## src/rtl/four_bit_seq_shifter.sv

```systemverilog
// Multi-cycle 4-bit shift/rotate: one position per clock, amt (0-3) steps, start/done handshake.
// Done pulses amt+1 cycles after the accept edge; start is ignored unless idle, so there is no queuing.
module four_bit_seq_shifter (
    input  logic       clk,
    input  logic       rst_n,
    input  logic       start,
    input  logic [3:0] a,
    input  logic [2:0] mode,
    input  logic [1:0] amt,
    output logic [3:0] r,
    output logic       cout,
    output logic       busy,
    output logic       done
);

    typedef enum logic [1:0] {
        IDLE  = 2'd0,
        SHIFT = 2'd1,
        DONE  = 2'd2
    } state_t;

    state_t     state;
    state_t     state_nxt;
    logic [3:0] r_nxt;
    logic       cout_nxt;
    logic [2:0] mode_q;
    logic [2:0] mode_nxt;
    logic [1:0] cnt;
    logic [1:0] cnt_nxt;

    always_ff @(posedge clk or negedge rst_n) begin
        if (!rst_n) begin
            state  <= IDLE;
            r      <= 4'b0000;
            cout   <= 1'b0;
            mode_q <= 3'b000;
            cnt    <= 2'd0;
        end else begin
            state  <= state_nxt;
            r      <= r_nxt;
            cout   <= cout_nxt;
            mode_q <= mode_nxt;
            cnt    <= cnt_nxt;
        end
    end

    always_comb begin
        state_nxt = state;
        r_nxt     = r;
        cout_nxt  = cout;
        mode_nxt  = mode_q;
        cnt_nxt   = cnt;
        case (state)
            IDLE: begin
                if (start) begin
                    r_nxt     = a;
                    cout_nxt  = 1'b0;
                    mode_nxt  = mode;
                    cnt_nxt   = amt;
                    state_nxt = (amt == 2'd0) ? DONE : SHIFT;
                end
            end
            SHIFT: begin
                // Hold modes (000, 111) still burn amt cycles but leave r/cout alone.
                case (mode_q)
                    3'b001, 3'b110: begin
                        r_nxt    = {r[2:0], 1'b0};
                        cout_nxt = r[3];
                    end
                    3'b010: begin
                        r_nxt    = {1'b0, r[3:1]};
                        cout_nxt = r[0];
                    end
                    3'b011: begin
                        r_nxt    = {r[3], r[3:1]};
                        cout_nxt = r[0];
                    end
                    3'b100: begin
                        r_nxt    = {r[2:0], r[3]};
                        cout_nxt = r[3];
                    end
                    3'b101: begin
                        r_nxt    = {r[0], r[3:1]};
                        cout_nxt = r[0];
                    end
                    default: begin
                        r_nxt    = r;
                        cout_nxt = cout;
                    end
                endcase
                cnt_nxt = cnt - 2'd1;
                if (cnt == 2'd1) begin
                    state_nxt = DONE;
                end
            end
            DONE: begin
                state_nxt = IDLE;
            end
            default: begin
                state_nxt = IDLE;
            end
        endcase
    end

    assign busy = (state == SHIFT);
    assign done = (state == DONE);

endmodule

```

## config.mk

```make
export PLATFORM = sky130hd
export DESIGN_NAME = four_bit_seq_shifter
export DESIGN_NICKNAME = d
export VERILOG_FILES = /design/src/rtl/four_bit_seq_shifter.sv
export SDC_FILE = /design/constraint.sdc
export NUM_CORES = 1
export LEC_CHECK = 0
export ABC_AREA = 0
export CAP_MARGIN = 5
export CORE_ASPECT_RATIO = 0.8
export CORE_MARGIN = 2
export CORE_UTILIZATION = 35
export DETAILED_ROUTE_END_ITERATION = 8
export DONT_BUFFER_PORTS = 1
export MAX_ROUTING_LAYER = met4
export PLACE_DENSITY = 0.49
export SYNTH_ARGS = -nofsm -noshare
export SYNTH_HDL_FRONTEND = slang
export SYNTH_SLANG_ARGS = --single-unit
```

## constraint.sdc

```tcl
create_clock -name clk -period 1.7 [get_ports clk]
set_input_delay 0.255 -clock clk [delete_from_list [all_inputs] [get_ports clk]]
set_output_delay 0.255 -clock clk [all_outputs]
set_load 0.05 [all_outputs]
```

==> impl_metrics.py <==
metrics = {
    "grt": {
        "grtUsageMet3_pct": 8.11,
        "grtUsageTotal_pct": 15.0,
        "grt_max_degree": 13,
        "grt_pass1_wl_mm": 2.39,
        "use_met2_pct": 18.8,
        "grt_pass1_vias": 532,
        "grt_overflow": 0,
        "grt_use_met1_pct": 19.7,
        "grt.busiest_layer": "met1",
        "grt_antenna_before_repair": 0,
    },
    "die": {
        "die_h_um": 44.3,
        "die_w_um": 54.4,
        "ios": 19,
        "rows": 14,
        "core_um2": 1890,
        "start_util_pct": 37.6,
        "die_area_um2": 2410,
    },
    "detailed_routing": {
        "drt_wl_total_mm": 1.41,
        "first_pass_iters": 4,
        "wl_per_cell_um": 13.4,
        "viasPerCell": 5.33,
        "num_vias": 560,
        "drc_errors": 0,
        "drt_iter0_markers": 6,
        "ant_nets": 0,
    },
    "logic_synthesis": {
        "synth.distinct_cells": 36,
        "ys_seq_area_share_pct": 42.2,
        "syn_avg_cell_area_um2": 10.2,
        "ys.warnings.count": 0,
        "synth_area_um2": 712,
        "netlist_instances": 70,
        "synth_edf_count": 0,
        "synth_nets": 83,
        "synth-seq-cells": 12,
        "async_reset_ff_share_pct": 100,
        "synthFlopType": "dfrtp_1",
    },
    "setup_path": {
        "arrival_ns": 1.34,
        "crit_fanout": 8,
        "r2r-end": "r[0]",
        "crit_path_start": "state[1]",
        "reg2reg_depth": 4,
        "r2r_setup_slack_ns": 0.19,
        "cp-end-kind": "primary output",
        "path_class": "reg2out",
        "worstPathRequired_ns": 1.44,
        "endpoint": "busy",
        "r2r-start": "mode_q[1]",
        "start_kind": "register",
    },
    "clocking": {
        "htree_levels": 1,
        "cts_made_buffers": 3,
        "clockBufferDepth": 2,
        "postCtsSetupBuffers": 0,
        "clkSlewWorstSetupHoldPaths_ns": 0.08,
        "cts-root-buf": "clkbuf_4",
        "clock_latency_ns": 0.27,
        "clock_sinks": 12,
        "post_cts_resize_count": 0,
        "cts_tree": "yes",
    },
    "timing": {
        "fmax_mhz": 627,
        "drv_slew": 0,
        "hold_violations": 0,
        "relSlewSlack_pct": 62.2,
        "worst_slack_ns": 0.105,
        "rsz0062_at_grt": "no",
        "tightest_slew_ns": 0.566,
        "setup_viol": 0,
        "fin_crit_ns": 1.59,
        "skew_ns": 0.00341,
        "min_period_over_period_pct": 93.8,
        "finalSetupTns_ns": 0,
        "fin_hold_ws_ns": 0.124,
    },
    "placement": {
        "gp_congestion": 0.733,
        "portBuffers": 0,
        "dp_hpwl_mm": 1.08,
        "pre_cts_slack_ns": 0.209,
        "dpl.cell_count": 100,
    },
    "cells_and_area": {
        "layout-drive-gt1-share_pct": 29.6,
        "fin_nets": 95,
        "diodes": 0,
        "final_cell_count_no_fill": 105,
        "mostFrequentLayoutCells": "dfrtp_1, buf_4, nor2_1, inv_1",
        "area_growth_pct": 17.4,
        "mostFrequentLayoutCell": "dfrtp_1",
    },
    "pwr": {
        "power.density_nw_per_um2": 2330,
        "irDropWorstVdd_mv": 1.01,
        "leakage_uw": 0.000371,
        "power.total_uw": 1950,
    },
    "worst_hold_path": {
        "hold_class": "in2reg",
    },
    "outcome": {
        "outcome": "finished clean",
    },
    "job": {
        "max-cap-violations": 0,
    },
}
[metal layers]
| metal | up-vias | part of all wire (%) |
|---|---|---|
| met1 | 260 | 53 |
| met2 | 19 | 39 |
| met3 | 2 | 7.1 |
| li1 | 279 | - |
| met4 | 0 | 0.93 |
| met5 | - | 0 |
[cell families (layout without fill, tap and decap cells)]
logic type                 Yosys count  after routing  share of synthesized area [%]
AOI/OAI and AO/OA                   20             20                           22.1
adders and majority gates            1              1                           1.76
buffers and inverters                7             18                           4.39
DFF                                 12             12                           42.2
muxes                                4              4                           6.15
and+or+nand+nor                     26             26                           23.4
[layout make-up]
cell class / instances / area, um2
Timing Repair Buffer: 9 / 70.1
Sequential cell: 12 / 300
Inverter: 5 / 18.8
Fill cell: 196 / 1060
Clock buffer: 4 / 36.3
Tap cell: 24 / 30.0
Multi-Input combinational cell: 51 / 380
[Yosys cell counts (3+ instances only)]
cell	count	area, um2
a21oi_1	3	15.0
dfrtp_1	12	300
inv_1	4	15.0
mux2_2	3	33.8
nand2_1	3	11.3
nor2_1	5	18.8
nor2b_1	3	18.8
nor3_1	3	15.0
[stage by stage]
stage          utilization [%]  instance area, um2
2_1_floorplan                -                 712
3_3_place_gp              41.7                 790
3_5_place_dp              41.7                 790
4_1_cts                   44.2                 836
5_1_grt                   44.2                 836
6_report                  44.2                 836
[where the power goes]
part	internal, uW	switching, uW
registers	424	197
clock network	130	96.1
logic	460	642
[how the worst min path moves through the flow]
| stage | from | end | slack, ns | cells after the start |
|---|---|---|---|---|
| finish | mode[2] | mode_q[2] | 0.12 | 1 |
| global route | mode[2] | mode_q[2] | 0.10 | 1 |
| floorplan | rst_n | cnt[0] | -0.04 | 0 |
| detailed placement | rst_n | cnt[1] | -0.04 | 0 |
| global placement | rst_n | cnt[1] | -0.04 | 0 |
| CTS | mode[2] | mode_q[2] | 0.12 | 1 |
[state kept, by name (all words and copies together), names as in the netlist]
| register | count |
|---|---|
| state | 2 |
| mode_q | 3 |
| r | 4 |
| cnt | 2 |
| cout | 1 |
[timing repair]
action	CTS	global route
endpoints found under the hold margin	12	0
hold buffers	1	0
setup endpoints to repair	0	0
[critical path, stage by stage, from the launching register on]
cell      delay (ns)
dfrtp_1         0.45
nand2b_1        0.25
inv_2           0.15
buf_4           0.21
Power figures use the tool's default switching activity.
==> variant (same settings) <==
Reset style: synchronous (`rst_n`), changed in one clocked block.
--- a/src/rtl/four_bit_seq_shifter.sv
+++ b/src/rtl/four_bit_seq_shifter.sv
@@ -30,3 +30,3 @@
 
-    always_ff @(posedge clk or negedge rst_n) begin
+    always_ff @(posedge clk) begin
         if (!rst_n) begin
Behaviour: differs if rst_n is asserted again (counterexample within 4 cycles, from zero or initial values and one cycle with rst_n low); with rst_n held inactive, the same outputs for 10 cycles.
==> variant against the unedited design <==
  * Die area rose by 0.16%
  * Sequential cell count did not move
  * Utilization is 2.0 points lower
  * Wire length up 6.4%
  * Synthesized area increased by 0.18%
  * Non-clock buffer count fell by 2
  * Design area decreased by 3.7%
  * First-iteration DRC count up 130%
  * Worst setup slack gained 77 ps
  * Clock skew shrank 2.4 ps
Power is not compared: it rests on default switching activity, and its combinational part moved more than twofold at a synthesized area within 25%.
==> variant: results (changes against the unedited design) <==
metric,value,unit,change
vias per cell,5.339,,+0.11%
# diodes,0,,unchanged
synthesized instance count,83,,+19%
Clock transition at path regs,70,ps,
r2r endpoint,cout,,
number of synthesis warnings,0,,unchanged
DR iter-0 viols,14,,+8
max_slew headroom,66.70,%,+4.5 points
number of hold violations in the final report,0,,unchanged
"Max FO, Critical Path",8,,unchanged
H-tree levels,1,,unchanged
VDD IR max,0.0005261,V,
largest net degree at the start of global routing,13,,unchanged
largest registers,"r x4, mode_q x3",,
IO buf count,0,,unchanged
register area share after synthesis,33.68,%,-8.5 points
cell family with most CP delay,flip-flops,,
Worst-Skew Late Latency,260,ps,
Synth async-reset ratio,0,%,-100 points
vias in the first global route,577,,+8.5%
setup repair bufs after CTS,0,,unchanged
Arrival @ worst endpoint,1260,ps,-80 ps
CTS root buf,clkbuf_4,,
FF-to-FF setup slack,340,ps,+150 ps
worst hold path class,primary input to flip-flop,,
CTS max path bufs,2,,unchanged
crit path launch,state[1],,
Cells after DPL,111,,+11%
initial antenna violation count,0,,unchanged
first-pass GRT wire length,2594,um,+8.7%
Final Skew,0.9626,ps,-2.449 ps
Int Pwr,520.5,uW,
Crit-path slowest cell,dfxtp_1,,
Avg WL per Cell,13.00,um,-2.8%
r2r worst-path depth,4,,unchanged
worst setup path endpoint,busy,,
layout cells sized above 1,16.48,%,-13 points
R2R Path Start,mode_q[0],,
Fill cells,196,,unchanged
Post-Syn Nets,96,,+16%
CP peak stage delay,430,ps,-20 ps
total track usage,15.21,%,+0.25 points
post_cts resized,0,,unchanged
number of buffers created by CTS,3,,unchanged
Post-DP HPWL,1172,um,+8.6%
GPL Wtd Cong,0.8053,,+9.9%
synth cell count leaders,"dfxtp_1 (12), nor2_1 (7), mux2i_1 (6)",,
Cell variety after synth,33,,-8.3%
placed instance area,768.2,um^2,-2.7%
DRT Wirelength,1495,um,+6.4%
"top cells by area, synth","dfxtp_1 (34%), mux2i_1 (8.4%), nor2_1 (3.7%), a21oi_1 (3.5%), nand2b_1 (3.5%)",,
Synth Flop Type,dfxtp_1,,
status,"finished, final reports clean",,
drt pass-1 iters,4,,unchanged
## variant: how the worst min path moves through the flow
stage               startpoint   endpoint  slack [ps]  cells past startpoint
global placement         rst_n       r[1]         400                      2
CTS                      rst_n     cnt[1]         110                      1
floorplan              mode[0]  mode_q[0]         400                      2
finish                   rst_n     cnt[1]         120                      1
global route             rst_n     cnt[1]         100                      1
detailed placement       rst_n       cout         410                      2
## variant: logic make-up after synthesis
logic type | share of synthesized area, %
simple gates | 26.49
fa+ha+maj | 1.754
flops | 33.68
compound gates | 23.16
mux | 8.421
buf+inv | 6.491
## variant: routing by layer
metal,track usage (%),wire (um),vias to the layer above
li1,-,-,323
met1,21.74,774,281
met2,20.00,663,8
met3,6.081,47,2
met4,3.000,10,0
met5,-,0,-
## variant: power by group through the flow
stage	logic, mW	registers, mW	clock network (mW)
after CTS	0.212	0.340	0.230
after detailed placement	0.212	0.347	0
after global placement	0.212	0.347	0
after global routing	0.230	0.347	0.246
final	0.211	0.340	0.221
after floorplan	0.138	0.378	0
## variant: layout make-up
class	instances	share of cell area, %
inverters	5	2.333
multi-input cells	63	53.03
well taps	24	3.733
repair buffers	7	6.532
flip-flops and latches	12	29.86
clock buffers	4	4.510
## variant: stage by stage
stage | setup slack, ps | util [%] | total power [mW]
finish | 181.8 | 42.14 | 0.7719
global route | 92.21 | 42.14 | 0.8241
CTS | 146.3 | 42.14 | 0.7822
detailed placement | 333.6 | 40.24 | 0.5589
global placement | 356.6 | 40.24 | 0.5591
floorplan | 271.7 | - | 0.5159
